## src/rtl/pixel_readout_fifo.sv

```systemverilog
// Pairs the read_1/read_2 pixel samples into 32-bit words and queues them with a frame tag.
// Optional `PIXEL_FIFO_DROP_CNT_EN adds a saturating count of dropped pairs on drop_cnt.
module pixel_readout_fifo #(
   parameter int DEPTH   = 8,
   parameter int FRAME_W = 8
) (
   input  logic               clk,
   input  logic               reset,
   input  logic               read_1,
   input  logic               read_2,
   input  logic [15:0]        pixdata1,
   input  logic [15:0]        pixdata2,
   output logic [31:0]        out_data,
   output logic [FRAME_W-1:0] out_frame,
   output logic               out_valid,
   input  logic               out_ready,
   output logic               full,
   output logic               overflow,
   output logic               seq_err
`ifdef PIXEL_FIFO_DROP_CNT_EN
   ,
   output logic [15:0]        drop_cnt
`endif
);

   localparam int AW = $clog2(DEPTH);
   localparam int CW = AW + 1;
   localparam logic [CW-1:0] DEPTH_C = CW'(DEPTH);

   typedef enum logic {IDLE, HAVE_P1} state_t;

   state_t             state;
   logic               r1_d, r2_d;
   logic [15:0]        h1, h2, p1;
   logic [AW-1:0]      rd_ptr, wr_ptr;
   logic [CW-1:0]      count, count_next;
   logic [FRAME_W-1:0] frame_cnt;
   logic [31:0]        mem_data  [DEPTH];
   logic [FRAME_W-1:0] mem_frame [DEPTH];

   logic fall1, fall2, pop, push_req, push_ok, drop;

   assign fall1    = r1_d & ~read_1;
   assign fall2    = r2_d & ~read_2;
   assign pop      = out_valid & out_ready;
   // A full FIFO still accepts a push when the head leaves on the same edge.
   assign push_req = (state == HAVE_P1) & fall2 & ~fall1;
   assign push_ok  = push_req & ((count != DEPTH_C) | pop);
   assign drop     = push_req & ~push_ok;

   always_comb begin
      count_next = count;
      if (push_ok && !pop)
         count_next = count + CW'(1);
      else if (pop && !push_ok)
         count_next = count - CW'(1);
   end

   assign out_data  = out_valid ? mem_data[rd_ptr]  : '0;
   assign out_frame = out_valid ? mem_frame[rd_ptr] : '0;

   always_ff @(posedge clk) begin
      if (push_ok) begin
         mem_data[wr_ptr]  <= {h2, p1};
         mem_frame[wr_ptr] <= frame_cnt;
      end
   end

   always_ff @(posedge clk) begin
      if (reset) begin
         state     <= IDLE;
         r1_d      <= 1'b0;
         r2_d      <= 1'b0;
         h1        <= '0;
         h2        <= '0;
         p1        <= '0;
         rd_ptr    <= '0;
         wr_ptr    <= '0;
         count     <= '0;
         frame_cnt <= '0;
         out_valid <= 1'b0;
         full      <= 1'b0;
         overflow  <= 1'b0;
         seq_err   <= 1'b0;
      end else begin
         r1_d    <= read_1;
         r2_d    <= read_2;
         seq_err <= 1'b0;
         if (read_1) h1 <= pixdata1;
         if (read_2) h2 <= pixdata2;

         if (fall1 && fall2) begin
            seq_err <= 1'b1;
            state   <= IDLE;
         end else begin
            case (state)
               IDLE: begin
                  if (fall1) begin
                     p1    <= h1;
                     state <= HAVE_P1;
                  end else if (fall2) begin
                     seq_err <= 1'b1;
                  end
               end
               HAVE_P1: begin
                  // The tag advances even when the pair is dropped, exposing the gap.
                  if (fall2) begin
                     frame_cnt <= frame_cnt + FRAME_W'(1);
                     state     <= IDLE;
                  end else if (fall1) begin
                     seq_err <= 1'b1;
                     p1      <= h1;
                  end
               end
               default: state <= IDLE;
            endcase
         end

         if (push_ok) wr_ptr <= wr_ptr + AW'(1);
         if (pop)     rd_ptr <= rd_ptr + AW'(1);
         if (drop)    overflow <= 1'b1;

         count     <= count_next;
         out_valid <= (count_next != '0);
         full      <= (count_next == DEPTH_C);
      end
   end

`ifdef PIXEL_FIFO_DROP_CNT_EN
   function automatic logic [15:0] sat_inc16(input logic [15:0] v);
      return (v == 16'hFFFF) ? v : v + 16'd1;
   endfunction

   always_ff @(posedge clk) begin
      if (reset)
         drop_cnt <= '0;
      else if (drop)
         drop_cnt <= sat_inc16(drop_cnt);
   end
`endif

endmodule

```

## config.mk

```make
export PLATFORM = sky130hd
export DESIGN_NAME = pixel_readout_fifo
export DESIGN_NICKNAME = d
export VERILOG_FILES = /design/src/rtl/pixel_readout_fifo.sv
export SDC_FILE = /design/constraint.sdc
export NUM_CORES = 1
export LEC_CHECK = 0
export CAP_MARGIN = 10
export CORE_ASPECT_RATIO = 1.1
export CORE_MARGIN = 3
export CORE_UTILIZATION = 45
export DETAILED_ROUTE_END_ITERATION = 6
export GPL_TIMING_DRIVEN = 0
export PLACE_DENSITY = 0.74
export SLEW_MARGIN = 25
export SYNTH_ARGS = -nofsm -noshare
export SYNTH_HDL_FRONTEND = slang
export SYNTH_SLANG_ARGS = --single-unit
```

## constraint.sdc

```tcl
create_clock -name clk -period 7.8 [get_ports clk]
set_input_delay 1.56 -clock clk [delete_from_list [all_inputs] [get_ports clk]]
set_output_delay 1.56 -clock clk [all_outputs]
set_load 0.03 [all_outputs]
```

# ---- Yosys cells after proc, flatten, opt, wreduce, memory -nomap -nowiden
# Memory sizes are Yosys's and may differ from the RTL's. A register that Yosys moved wholly into a read port is not among the register bits.
# Index checks and enable logic that the tools add are counted.
dict set report op_classes {
  muxes 21
  addsub 5
  bitwise_logic 14
  eq_ne 3
  reduce_logical 9
}
# cell count
set op_table {}
lappend op_table {{16-bit 2-to-1 mux} 2}
lappend op_table {{32-bit 2-to-1 mux} 1}
lappend op_table {{16-bit case mux with 2 select lines} 1}
lappend op_table {{3-bit 2-to-1 mux} 4}
lappend op_table {{8-bit by 1-bit adder with 8-bit output, second input constant} 1}
lappend op_table {{1-bit 2-to-1 mux} 8}
lappend op_table {{4-bit 2-to-1 mux} 2}
lappend op_table {{8-bit 2-to-1 mux} 1}
lappend op_table {{1-bit AND} 7}
lappend op_table {{3-bit by 1-bit adder with 3-bit output, second input constant} 2}
lappend op_table {{1-bit NOT} 6}
lappend op_table {{4-bit by 1-bit adder with 4-bit output, second input constant} 1}
lappend op_table {{4-bit equality test, second input constant} 1}
lappend op_table {{4-bit inequality test, second input constant} 1}
lappend op_table {{1-bit case mux with 2 select lines} 2}
lappend op_table {{4-bit nonzero test} 1}
lappend op_table {{4-bit by 1-bit subtractor with 4-bit output, second input constant} 1}
lappend op_table {{1-bit logical AND} 3}
lappend op_table {{3-bit AND reduction} 1}
lappend op_table {{1-bit zero test} 2}
lappend op_table {{2-bit inequality test, second input constant} 1}
lappend op_table {{2-bit AND reduction} 1}
lappend op_table {{2-bit OR reduction} 1}
lappend op_table {{1-bit OR} 1}
dict set report word_totals {
  elab_cells 68
  mem_bits_rw 320
  input_bits 37
  memories 2
  register_bits 73
  out_inout_bits 44
}
# name words width read_ports rd_clocked_by_memory_dff write_ports line_no
set mem_list {}
lappend mem_list {mem_data 8 32 1 1 1 38} ;# logic [31:0] mem_data [DEPTH];
lappend mem_list {mem_frame 8 8 1 1 1 39} ;# logic [FRAME_W-1:0] mem_frame [DEPTH];

# ---- Depth between registers and ports, before layout
dict set report logic_depth {
  ltp_word 10
  mapped_depth 8
  mapped_depth_nobuf 7
}

# ---- Worst setup path after synthesis
# OpenSTA, ideal clock, no wires.
dict set report synth_timing {
  kind {in2reg}
  startpoint {input port read_2}
  endpoint {memory mem_data[0][0] (enable)}
  setup_slack_ns 1.116
  path_buffers 2
  setup_time_ns 0.537
  t_arrival_ns 6.147
  required_time_ns 7.263
  path_stages 6
  path_cell_list {buf_6 -> nand3b_4 -> nor2_4 -> buf_6 -> o21ai_0 -> nor4_1}
}
dict set report synth_between {
  elab_chain_len 7
}
# element line_no
set synth_lines {}
lappend synth_lines {{from (decl)} 10} ;# input logic read_2,
lappend synth_lines {{1-bit NOT} 44} ;# assign fall2 = r2_d & ~read_2;
lappend synth_lines {{1-bit AND} 44}
lappend synth_lines {{1-bit AND (2 in a row)} 47} ;# assign push_req = (state == HAVE_P1) & fall2 & ~fall1;
lappend synth_lines {{1-bit AND} 48} ;# assign push_ok = push_req & ((count != DEPTH_C) | pop);
lappend synth_lines {{1-bit 2-to-1 mux} 63} ;# if (push_ok) begin
lappend synth_lines {{1-bit 2-to-1 mux (implied by the code)} 64} ;# mem_data[wr_ptr] <= {h2, p1};
lappend synth_lines {{to (decl)} 38}
# No other way between the ends.

==> results.sh <==
export IMPL_hold_viol=0
export IMPL_gp_congestion=0.766
export IMPL_max_freq_mhz=209
export IMPL_ctsHoldBuffers=0
export IMPL_area_delta_synth_final_pct=20.0
export IMPL_fin_nets=1028
export IMPL_grt_use_total=0.181
export IMPL_synth_edff_count=320
export IMPL_fin_skew_ns=0.0143
export IMPL_dp_hpwl_um=21200
export IMPL_syn_num_nets=868
export IMPL_start_kind="register"
export IMPL_synth_cell_type_count=42
export IMPL_dp_worst_setup_slack_ns=3.29
export IMPL_core_area_um2=32700
export IMPL_antenna_found_initial=0
export IMPL_max_vdd_ir_drop_mv=0.127
export IMPL_slowest_delay_ns=0.72
export IMPL_max_cap_violations=0
export IMPL_die_area_um2=35900
export IMPL_netlist_top_cells_area="edfxtp_1 63%, mux4_2 12%, dfxtp_1 10%, mux2i_1 4.8%, nor2b_1 1.7%"
export IMPL_worstPathRequired_ns=6.24
export IMPL_remaining_drc_errors=0
export IMPL_yosys_warnings=0
export IMPL_async_flop_share=0
export IMPL_seq_area_frac_synth=0.734
export IMPL_cts_max_level=2
export IMPL_vias=7825
export IMPL_powerDensity_nw_per_um2=270
export IMPL_post_route_period_util=0.615
export IMPL_die_width_um=181
export IMPL_final_area_um2=18200
export IMPL_io_pins=81
export IMPL_drtIter0Drc=686
export IMPL_synth_top_family_by_area="multiplexers"
export IMPL_crit_slowest_cell="clkdlybuf4s50_1"
export IMPL_cp_max_fo=10
export IMPL_worstPathCellList="clkbuf_1, clkbuf_1, mux4_2, mux2i_1, nor2b_1, clkdlybuf4s50_1"
export IMPL_slew_headroom=0.358
export IMPL_maxSlewViolCount=0
export IMPL_cts_root_buf="clkbuf_16"
export IMPL_cts_made_buffers=37
export IMPL_layout_drive_gt1_share=0.208
export IMPL_wl_per_cell_um=22.4
export IMPL_synth_adder_area_share=0.00413
export IMPL_portBuffers=77
export IMPL_yosys_area_share_xor_xnor=0.00751
export IMPL_crit_arrival_ns=3.23
export IMPL_setup_viol=0
export IMPL_synth_simple_area_share=0.0569
export IMPL_synth_compound_area_frac=0.0142
export IMPL_ant_nets=0
export IMPL_synthDominantCellAreaShare=0.634
export IMPL_yosysMostFrequentCell="edfxtp_1"
export IMPL_cp_num_buf_inv=3
export IMPL_crit_top_cell="clkbuf_1"
export IMPL_grt_pass1_wl_um=49500
export IMPL_grt_max_degree=18
export IMPL_synth_seq_cells=396
export IMPL_synthCells=826
export IMPL_place_area_um2=17000
export IMPL_fin_util=0.556
export IMPL_end_kind="output pin"
export IMPL_cts_sinks=396
export IMPL_rsz0062_at_grt="false"
export IMPL_status="completed"
export IMPL_ys_flop_type="edfxtp_1"
export IMPL_ys_top_cells_by_count="320 x edfxtp_1, 80 x mux4_2, 76 x dfxtp_1"
export IMPL_cts_resized_gates=0
export IMPL_setup_ws_ns=3.01
export IMPL_vias_per_cell=5.44
export IMPL_clk_pin_slew_ns=0.07
export IMPL_wirelength_um=32200
export IMPL_grt_pass1_vias=8285
export IMPL_rows=69
export IMPL_insertion_delay_ns=0.50
export IMPL_cp_top_family="buffers and inverters"
export IMPL_whs_ns=0.458
export IMPL_synth_avg_cell_area_um2=18.3
export IMPL_start_util=0.463
export IMPL_cts_tree="done"
export IMPL_total_power_mw=4.92
export IMPL_n_antenna_cell=0
export IMPL_power_leakage_nw=6.03
export IMPL_drt_first_pass_iters=5
export IMPL_worstMarginPinSlew_ns=0.963
export IMPL_crit_type="reg -> out"
export IMPL_synth_largest_area_cell="edfxtp_1"
export IMPL_grt_overflow=0
export IMPL_synth_mux_area_frac=0.168
export IMPL_clockBufferDepth=3
export IMPL_hold_path_class="reg -> reg"
export IMPL_syn_area_um2=15200
export IMPL_period_minus_slack_ns=4.79
export IMPL_die_y_um=198
export IMPL_postCtsSetupBuffers=0
export IMPL_r2r_slack_ns=4.42
-- sequential cells by signal, summed over array words and instances, names as in the netlist, named ones only --
name / cells
mem_frame: 64
wr_ptr: 3
full: 1
mem_data: 256
rd_ptr: 3
overflow: 1
count: 4
state: 1
seq_err: 1
h2: 16
r1_d: 1
p1: 16
frame_cnt: 8
r2_d: 1
out_valid: 1
h1: 16
-- cell type report --
| type | instances | area [µm²] |
|---|---|---|
| Timing Repair Buffer | 121 | 1240 |
| Clock buffer | 46 | 990 |
| Buffer | 45 | 220 |
| Clock inverter | 19 | 223 |
| Sequential cell | 396 | 11100 |
| Multi-Input combinational cell | 383 | 3850 |
| Tap cell | 426 | 533 |
| Fill cell | 2409 | 14500 |
| Inverter | 2 | 7.51 |
-- cells in the final DEF (no fill, tap or decap), types with 2 or more instances in the layout --
cell / synthesis / layout
a21oi_1: 21 / 21
a31oi_1: 2 / 2
and3_1: 2 / 2
buf_1: 8 / 8
buf_16: 0 / 7
buf_2: 11 / 18
buf_4: 0 / 25
buf_6: 5 / 10
bufinv_16: 0 / 5
clkbuf_1: 21 / 27
clkbuf_16: 0 / 37
clkbuf_8: 0 / 3
clkdlybuf4s50_1: 0 / 77
clkinv_1: 0 / 5
clkinv_2: 0 / 6
clkinvlp_4: 0 / 2
dfxtp_1: 76 / 76
edfxtp_1: 320 / 320
ha_1: 5 / 5
inv_1: 2 / 2
mux2i_1: 73 / 73
mux4_2: 80 / 80
nand2_1: 47 / 47
nand2b_1: 3 / 3
nand3_1: 5 / 5
nand4_1: 2 / 2
nor2_1: 56 / 53
nor2_4: 1 / 4
nor2b_1: 42 / 42
nor3_1: 7 / 3
nor3_2: 0 / 4
o21ai_0: 6 / 6
xnor2_1: 5 / 5
xor2_1: 8 / 8
-- where the power goes --
group	internal [mW]	switching (mW)
Clock	1.07	0.730
Sequential	2.29	0.0384
Combinational	0.361	0.426
-- through the flow --
stage | std cells | TNS (ns)
final | 1438 | 0
after global routing | 1438 | 0
after CTS | 1438 | 0
after detailed placement | 1373 | 0
after global placement | 1329 | -285.83
after floorplan | 826 | 0
-- cells by family (layout without fill, tap and decap cells) --
family,count (synthesis),count (layout)
flip-flops,396,396
AND/OR/NAND/NOR,174,174
buffers and inverters,47,233
AO/OA/AOI/OAI,37,37
multiplexers,154,154
XOR/XNOR,13,13
adder cells (fa/ha/maj),5,5
-- metal layers --
metal | share of wire | wire length (µm) | GRT usage | up-vias
met1 | 0.39 | 12600 | 0.231 | 3987
li1 | - | - | - | 3518
met3 | 0.061 | 1980 | 0.0291 | 64
met4 | 0.029 | 940 | 0.0567 | 0
met2 | 0.52 | 16700 | 0.322 | 256
met5 | 0 | 0 | 0 | -
-- final timing paths --
path                 start              end  depth (start not counted)
hold / removal       h1[9]            p1[9]                          2
setup / recovery  register     out_data[12]                          6
setup reg to reg  count[0]  mem_data[4][14]                          9
hold reg to reg      h1[9]            p1[9]                          2
-- worst reg2reg max path, stage by stage, from the launching register on --
cell	delay, ns
dfxtp_1	0.39
inv_1	0.11
ha_1	0.25
and3b_1	0.25
a211oi_1	0.63
nand2_1	0.38
nor3_2	0.54
buf_6	0.23
buf_6	0.15
buf_4	0.16
No activity file was read; power rests on OpenSTA's default activity.
